[src/rtl/seg_pkg.sv]
// seg_pkg: shared constants for the seven-segment scan driver.
//   - Active-low glyph patterns, seg[0]=a ... seg[6]=g.
//   - Scan FSM state type.
package seg_pkg;

    localparam logic [6:0] SEG_0   = 7'h40;
    localparam logic [6:0] SEG_1   = 7'h79;
    localparam logic [6:0] SEG_2   = 7'h24;
    localparam logic [6:0] SEG_3   = 7'h30;
    localparam logic [6:0] SEG_4   = 7'h19;
    localparam logic [6:0] SEG_5   = 7'h12;
    localparam logic [6:0] SEG_6   = 7'h02;
    localparam logic [6:0] SEG_7   = 7'h78;
    localparam logic [6:0] SEG_8   = 7'h00;
    localparam logic [6:0] SEG_9   = 7'h10;
    localparam logic [6:0] SEG_A   = 7'h08;
    localparam logic [6:0] SEG_B   = 7'h03;
    localparam logic [6:0] SEG_C   = 7'h46;
    localparam logic [6:0] SEG_D   = 7'h21;
    localparam logic [6:0] SEG_E   = 7'h06;
    localparam logic [6:0] SEG_F   = 7'h0E;
    localparam logic [6:0] SEG_OFF = 7'h7F;

    typedef enum logic {
        BLANK = 1'b0,
        ON    = 1'b1
    } seg_state_t;

endpackage

[src/rtl/hex_to_seg.sv]
// hex_to_seg: combinational hex nibble to active-low seven-segment glyph.
// Ports:
//   i_nib  [3:0]  hex value
//   o_seg  [6:0]  active-low segments, bit 0 = a ... bit 6 = g
module hex_to_seg
    import seg_pkg::*;
(
    input  logic [3:0] i_nib,
    output logic [6:0] o_seg
);

    always_comb begin
        o_seg = SEG_OFF;
        case (i_nib)
            4'h0: o_seg = SEG_0;
            4'h1: o_seg = SEG_1;
            4'h2: o_seg = SEG_2;
            4'h3: o_seg = SEG_3;
            4'h4: o_seg = SEG_4;
            4'h5: o_seg = SEG_5;
            4'h6: o_seg = SEG_6;
            4'h7: o_seg = SEG_7;
            4'h8: o_seg = SEG_8;
            4'h9: o_seg = SEG_9;
            4'hA: o_seg = SEG_A;
            4'hB: o_seg = SEG_B;
            4'hC: o_seg = SEG_C;
            4'hD: o_seg = SEG_D;
            4'hE: o_seg = SEG_E;
            4'hF: o_seg = SEG_F;
            default: o_seg = SEG_OFF;
        endcase
    end

endmodule

[src/rtl/seven_segment_mux.sv]
// seven_segment_mux: round-robin scan driver for NUM_DIGITS common-anode
// digits on one shared active-low segment bus. Each digit slot is BLANK for
// BLANK_CYCLES clocks, then ON for DWELL_CYCLES clocks. Inputs are captured
// into a shadow register once per frame so a frame never mixes two values.
//
// Optional feature: define SEG_MUX_LZ_BLANK_EN to blank leading zeros
// (digits k>0 whose nibble and all more-significant nibbles are zero).
//
// Ports:
//   clk          system clock
//   reset        asynchronous, active-high
//   digits_i     hex nibbles, nibble k = digits_i[4k+3:4k], digit 0 = LSD
//   dp_i         decimal point request per digit, active-high
//   seg          active-low segments (registered)
//   dp_n         active-low decimal point (registered)
//   an_n         active-low anode enables, at most one low (registered)
//   frame_start  one-cycle pulse; shadow loads on the edge ending it
module seven_segment_mux
    import seg_pkg::*;
#(
    parameter int NUM_DIGITS   = 2,
    parameter int DWELL_CYCLES = 24000,
    parameter int BLANK_CYCLES = 480
) (
    input  logic                    clk,
    input  logic                    reset,
    input  logic [4*NUM_DIGITS-1:0] digits_i,
    input  logic [NUM_DIGITS-1:0]   dp_i,
    output logic [6:0]              seg,
    output logic                    dp_n,
    output logic [NUM_DIGITS-1:0]   an_n,
    output logic                    frame_start
);

    localparam int CNT_MAX = (DWELL_CYCLES > BLANK_CYCLES) ? DWELL_CYCLES : BLANK_CYCLES;
    localparam int CNT_W   = $clog2(CNT_MAX + 1);
    localparam int IDX_W   = (NUM_DIGITS > 1) ? $clog2(NUM_DIGITS) : 1;

    // Counter runs load..0, so each phase lasts exactly load+1 clocks.
    localparam logic [CNT_W-1:0] BLANK_LOAD = CNT_W'(BLANK_CYCLES - 1);
    localparam logic [CNT_W-1:0] DWELL_LOAD = CNT_W'(DWELL_CYCLES - 1);
    localparam logic [IDX_W-1:0] IDX_LAST   = IDX_W'(NUM_DIGITS - 1);

    seg_state_t                r_state;
    logic [CNT_W-1:0]          r_cnt;
    logic [IDX_W-1:0]          r_idx;
    logic [4*NUM_DIGITS-1:0]   r_shadow;
    logic [NUM_DIGITS-1:0]     r_shadow_dp;
    logic [6:0]                r_seg;
    logic                      r_dp_n;
    logic [NUM_DIGITS-1:0]     r_an_n;
    logic                      r_frame_start;

    seg_state_t                w_state_nxt;
    logic [CNT_W-1:0]          w_cnt_nxt;
    logic [IDX_W-1:0]          w_idx_nxt;
    logic                      w_fs_nxt;
    logic [4*NUM_DIGITS-1:0]   w_sh_nxt;
    logic [NUM_DIGITS-1:0]     w_shdp_nxt;
    logic [NUM_DIGITS-1:0]     w_lz;
    logic [3:0]                w_nib;
    logic                      w_dp_sel;
    logic                      w_lz_sel;
    logic [NUM_DIGITS-1:0]     w_an_sel;
    logic [6:0]                w_glyph;
    logic [6:0]                w_seg_nxt;
    logic                      w_dp_n_nxt;
    logic [NUM_DIGITS-1:0]     w_an_n_nxt;

    // Output registers are loaded from the shadow value that will exist after
    // this edge; with BLANK_CYCLES=1 the capture edge is also the BLANK->ON
    // edge, and digit 0 must show the freshly captured value.
    assign w_sh_nxt   = r_frame_start ? digits_i : r_shadow;
    assign w_shdp_nxt = r_frame_start ? dp_i     : r_shadow_dp;

    // Next-state logic.
    always_comb begin
        w_state_nxt = r_state;
        w_cnt_nxt   = r_cnt - 1'b1;
        w_idx_nxt   = r_idx;
        w_fs_nxt    = 1'b0;
        if (r_cnt == '0) begin
            if (r_state == BLANK) begin
                w_state_nxt = ON;
                w_cnt_nxt   = DWELL_LOAD;
            end else begin
                w_state_nxt = BLANK;
                w_cnt_nxt   = BLANK_LOAD;
                w_idx_nxt   = (r_idx == IDX_LAST) ? '0 : r_idx + 1'b1;
                // Entering BLANK of digit 0 starts a new frame.
                w_fs_nxt    = (w_idx_nxt == '0);
            end
        end
    end

`ifdef SEG_MUX_LZ_BLANK_EN
    // w_lz[k]: nibble k and every nibble above it are zero. Digit 0 never blanks.
    always_comb begin
        logic zero_run;
        w_lz     = '0;
        zero_run = 1'b1;
        for (int k = NUM_DIGITS - 1; k > 0; k--) begin
            zero_run = zero_run && (w_sh_nxt[4*k +: 4] == 4'h0);
            w_lz[k]  = zero_run;
        end
    end
`else
    assign w_lz = '0;
`endif

    // Select the digit that will be active after this edge.
    always_comb begin
        w_nib    = 4'h0;
        w_dp_sel = 1'b0;
        w_lz_sel = 1'b0;
        w_an_sel = '0;
        for (int k = 0; k < NUM_DIGITS; k++) begin
            if (w_idx_nxt == IDX_W'(k)) begin
                w_nib       = w_sh_nxt[4*k +: 4];
                w_dp_sel    = w_shdp_nxt[k];
                w_lz_sel    = w_lz[k];
                w_an_sel[k] = 1'b1;
            end
        end
    end

    hex_to_seg u_hex_to_seg (
        .i_nib (w_nib),
        .o_seg (w_glyph)
    );

    always_comb begin
        w_an_n_nxt = '1;
        w_seg_nxt  = SEG_OFF;
        w_dp_n_nxt = 1'b1;
        if (w_state_nxt == ON) begin
            w_an_n_nxt = ~w_an_sel;
            w_seg_nxt  = w_lz_sel ? SEG_OFF : w_glyph;
            w_dp_n_nxt = ~w_dp_sel;
        end
    end

    always_ff @(posedge clk or posedge reset) begin
        if (reset) begin
            r_state       <= BLANK;
            r_cnt         <= BLANK_LOAD;
            r_idx         <= '0;
            r_shadow      <= '0;
            r_shadow_dp   <= '0;
            r_seg         <= SEG_OFF;
            r_dp_n        <= 1'b1;
            r_an_n        <= '1;
            r_frame_start <= 1'b1;
        end else begin
            r_state       <= w_state_nxt;
            r_cnt         <= w_cnt_nxt;
            r_idx         <= w_idx_nxt;
            r_shadow      <= w_sh_nxt;
            r_shadow_dp   <= w_shdp_nxt;
            r_seg         <= w_seg_nxt;
            r_dp_n        <= w_dp_n_nxt;
            r_an_n        <= w_an_n_nxt;
            r_frame_start <= w_fs_nxt;
        end
    end

    assign seg         = r_seg;
    assign dp_n        = r_dp_n;
    assign an_n        = r_an_n;
    assign frame_start = r_frame_start;

endmodule

[config.mk]
export PLATFORM = sky130hd
export DESIGN_NAME = seven_segment_mux
export DESIGN_NICKNAME = d
export VERILOG_FILES = /design/src/rtl/seg_pkg.sv /design/src/rtl/hex_to_seg.sv /design/src/rtl/seven_segment_mux.sv
export SDC_FILE = /design/constraint.sdc
export NUM_CORES = 1
export LEC_CHECK = 0
export BUFFER_PORTS_ARGS = -buffer_cell sky130_fd_sc_hd__buf_2
export CAP_MARGIN = 20
export CORE_UTILIZATION = 61
export DETAILED_ROUTE_END_ITERATION = 16
export PLACE_DENSITY = 0.88
export SLEW_MARGIN = 25
export SYNTH_ARGS = -nofsm -noshare
export SYNTH_HDL_FRONTEND = slang
export SYNTH_SLANG_ARGS = --single-unit
[constraint.sdc]
create_clock -name clk -period 8.8 [get_ports clk]
set_input_delay 0.44 -clock clk [delete_from_list [all_inputs] [get_ports clk]]
set_output_delay 0.44 -clock clk [all_outputs]
set_load 0.05 [all_outputs]
==> results_dict.tcl <==
set metrics [dict create \
    ys_top_cells_by_area "dfstp_2 26%, dfrtp_1 25%, ha_1 5.9%" \
    hold_viol_final 0 \
    maxCapViolations 0 \
    total_power_w 0.000278 \
    grt_max_degree 39 \
    row_count 19 \
    cts_hold_buf 0 \
    layout_common_cells "22 x buf_2, 19 x dfstp_2, 19 x dfrtp_1" \
    clock_path_buffers 2 \
    synth_top_area_share_pct 26.2 \
    synth-seq-cells 38 \
    setup_tns_ns 0 \
    violations "design-rule violations" \
    setup_viol 0 \
    grt_first_pass_wirelength_mm 6.35 \
    fin_crit_ns 3.61 \
    port_buffers 22 \
    synth_mux_area_share_pct 12.1 \
    path_clk_slew_ns 0.12 \
    pre_cts_ws_ns 5.28 \
    num_io_pins 23 \
    synth_xor_area_share_pct 4.59 \
    initial_utilization_pct 66.8 \
    power.leakage_nw 0.987 \
    crit_arrival_ns 3.90 \
    outcome "finished with violations" \
    postCtsSetupBuffers 0 \
    routedWlPerCell_um 17.1 \
    hold_path_class "in -> async" \
    synth_area_um2 1910 \
    clock_sinks 38 \
    numCtsBuffers 5 \
    dr.pass1.iters 10 \
    finalMaxSlewViolations 0 \
    grt_pass1_vias 1377 \
    clock_skew_ns 0.0120 \
    fin_crit_sh_pct 41.0 \
    crit_path_start "r_cnt[0]" \
    cp-start-kind "flip-flop" \
    crit_path_max_fanout 10 \
    globalplace.congestion 0.894 \
    ys_seq_area_share_pct 51.1 \
    timing.final.ws_setup_ns 5.19 \
    drive_above_1_share_pct 33.7 \
    yosysWarnings 0 \
    synth_simple_gate_area_share_pct 13.1 \
    fmax_ghz 0.277 \
    yosys.area.top_type "dfstp_2" \
    grt_remaining_overflow 0 \
    clockRootBuffer "clkbuf_4" \
    htree_num_levels 2 \
    core_area_um2 2850 \
    syn_inst 167 \
    grt_usage_pct 26.0 \
    p_per_area_nw_per_um2 132 \
    area_growth_pct 10.2 \
    relSlewSlack_pct 46.1 \
    nets 213 \
    worstMarginPinSlew_ns 0.798 \
    layout_commonest_cell "buf_2" \
    avgViaCountPerCell 6.09 \
    die_h_um 57.9 \
    synthAdderAreaFrac_pct 5.91 \
    r2r-start "r_cnt[0]" \
    die_x_um 57.9 \
    num_vias 1365 \
    cts_tree "done" \
    post-dp-hpwl_mm 2.76 \
    drt_iter0_drc 60 \
    clock_latency_ns 0.36 \
    synth_compound_area_share_pct 9.65 \
    path_class "reg -> reg" \
    rsz0062_at_grt "false" \
    synth_top_family_by_area "simple AND/OR/NAND/NOR gates" \
    drc 1 \
    yosysUniqueCellTypes 40 \
    dieArea_um2 3350 \
    drt_wl_total_mm 3.84 \
    syn_nets 188 \
    antenna_found_initial 0 \
    syn_area_per_cell_um2 11.4 \
    n_antenna_cell 0 \
    worstSetupEndpointType "flip-flop" \
    cts_resized 0 \
    crit_required_ns 9.09 \
    drtAntennaViolNets 0 \
    vdd_drop_max_mv 0.132 \
]
[cell usage after synthesis]
library cell,number
or4b_1,1
o31ai_1,3
a211o_1,2
o21ai_1,1
or4_4,1
a221o_1,1
and3_1,2
mux2i_2,1
nor4b_1,1
clkbuf_1,4
xor2_1,2
or2_2,1
clkinv_1,1
xnor2_1,8
buf_6,1
o211ai_1,1
o2111ai_1,1
a211oi_1,1
nor4_4,1
ha_1,9
o221ai_1,2
dfstp_2,19
or3_1,4
dfrtp_1,19
o21a_1,1
inv_1,10
nor2_1,8
mux2i_1,9
mux2_2,10
o21ai_0,4
nand2_1,14
o31a_1,1
mux2_4,1
a21o_1,2
nand3_1,3
nor4_1,4
a31oi_1,1
or2_0,1
nor3_1,5
a21oi_1,6
[worst paths after layout]
kind	end	slack, ns	depth (start not counted)
max in group asynchronous	r_cnt[2]	8.27	3
min in group clk	r_shadow_dp[0]	0.34	2
max reg2reg	seg[0]	5.19	10
max	seg[0]	5.19	10
min reg2reg	r_cnt[0]	0.47	1
min	r_shadow[7]	0.17	3
[state kept, by name, indices dropped and copies added, names as in the netlist]
| register | flops |
|---|---|
| an_n | 2 |
| dp_n | 1 |
| frame_start | 1 |
| r_cnt | 15 |
| r_idx | 1 |
| r_shadow | 8 |
| r_shadow_dp | 2 |
| r_state | 1 |
| seg | 7 |
[critical path, stage by stage, from the launching register on]
cell and delay, ns:
dfstp_2 0.40, inv_1 0.09, ha_1 0.19, or4b_1 0.53, nor4_4 0.33, mux2i_2 0.60, mux2i_1 0.51, inv_1 0.18
ha_1 0.29, nor4_1 0.33, a211oi_1 0.09
[metrics by stage]
step                      instances  hold WS (ns)  cell area [um2]  utilization, %
after floorplan                 167         0.428             1910               -
after global routing            224         0.212             2100            73.6
after global placement          216         0.437             2040            71.4
after CTS                       224         0.177             2100            73.6
final                           224         0.166             2100            73.6
after detailed placement        216         0.447             2040            71.4
[cell families (layout without fill, tap and decap cells)]
family / after synthesis / in the layout
buf+inv: 16 / 42
xor+xnor: 10 / 10
flops: 38 / 38
simple gates: 46 / 46
compound gates: 27 / 27
mux: 21 / 21
fa+ha+maj: 9 / 9
[metal layers]
layer / wire (um) / up-vias / global-route usage [%]
li1: - / 637 / -
met1: 1560 / 671 / 31.5
met2: 2050 / 46 / 43.8
met3: 151 / 11 / 4.69
met4: 81 / 0 / 14.6
met5: 0 / - / 0
[area by class of cell]
type                            count  area (um2)
Clock buffer                        6        51.3
Clock inverter                      2        12.5
Tap cell                           31        38.8
Fill cell                         195         752
Timing Repair Buffer               23         118
Inverter                           11        41.3
Multi-Input combinational cell    113         865
Sequential cell                    38         975
[where the power goes]
group | internal (W) | switching (W) | leakage [nW]
Sequential | 0.000175 | 0 | 0.437
Combinational | 0.00000205 | 0.00000381 | 0.516
Clock | 0.0000384 | 0.0000587 | 0.0343
Total | 0.000215 | 0.0000625 | 0.987
(Power assumes the default switching activity.)
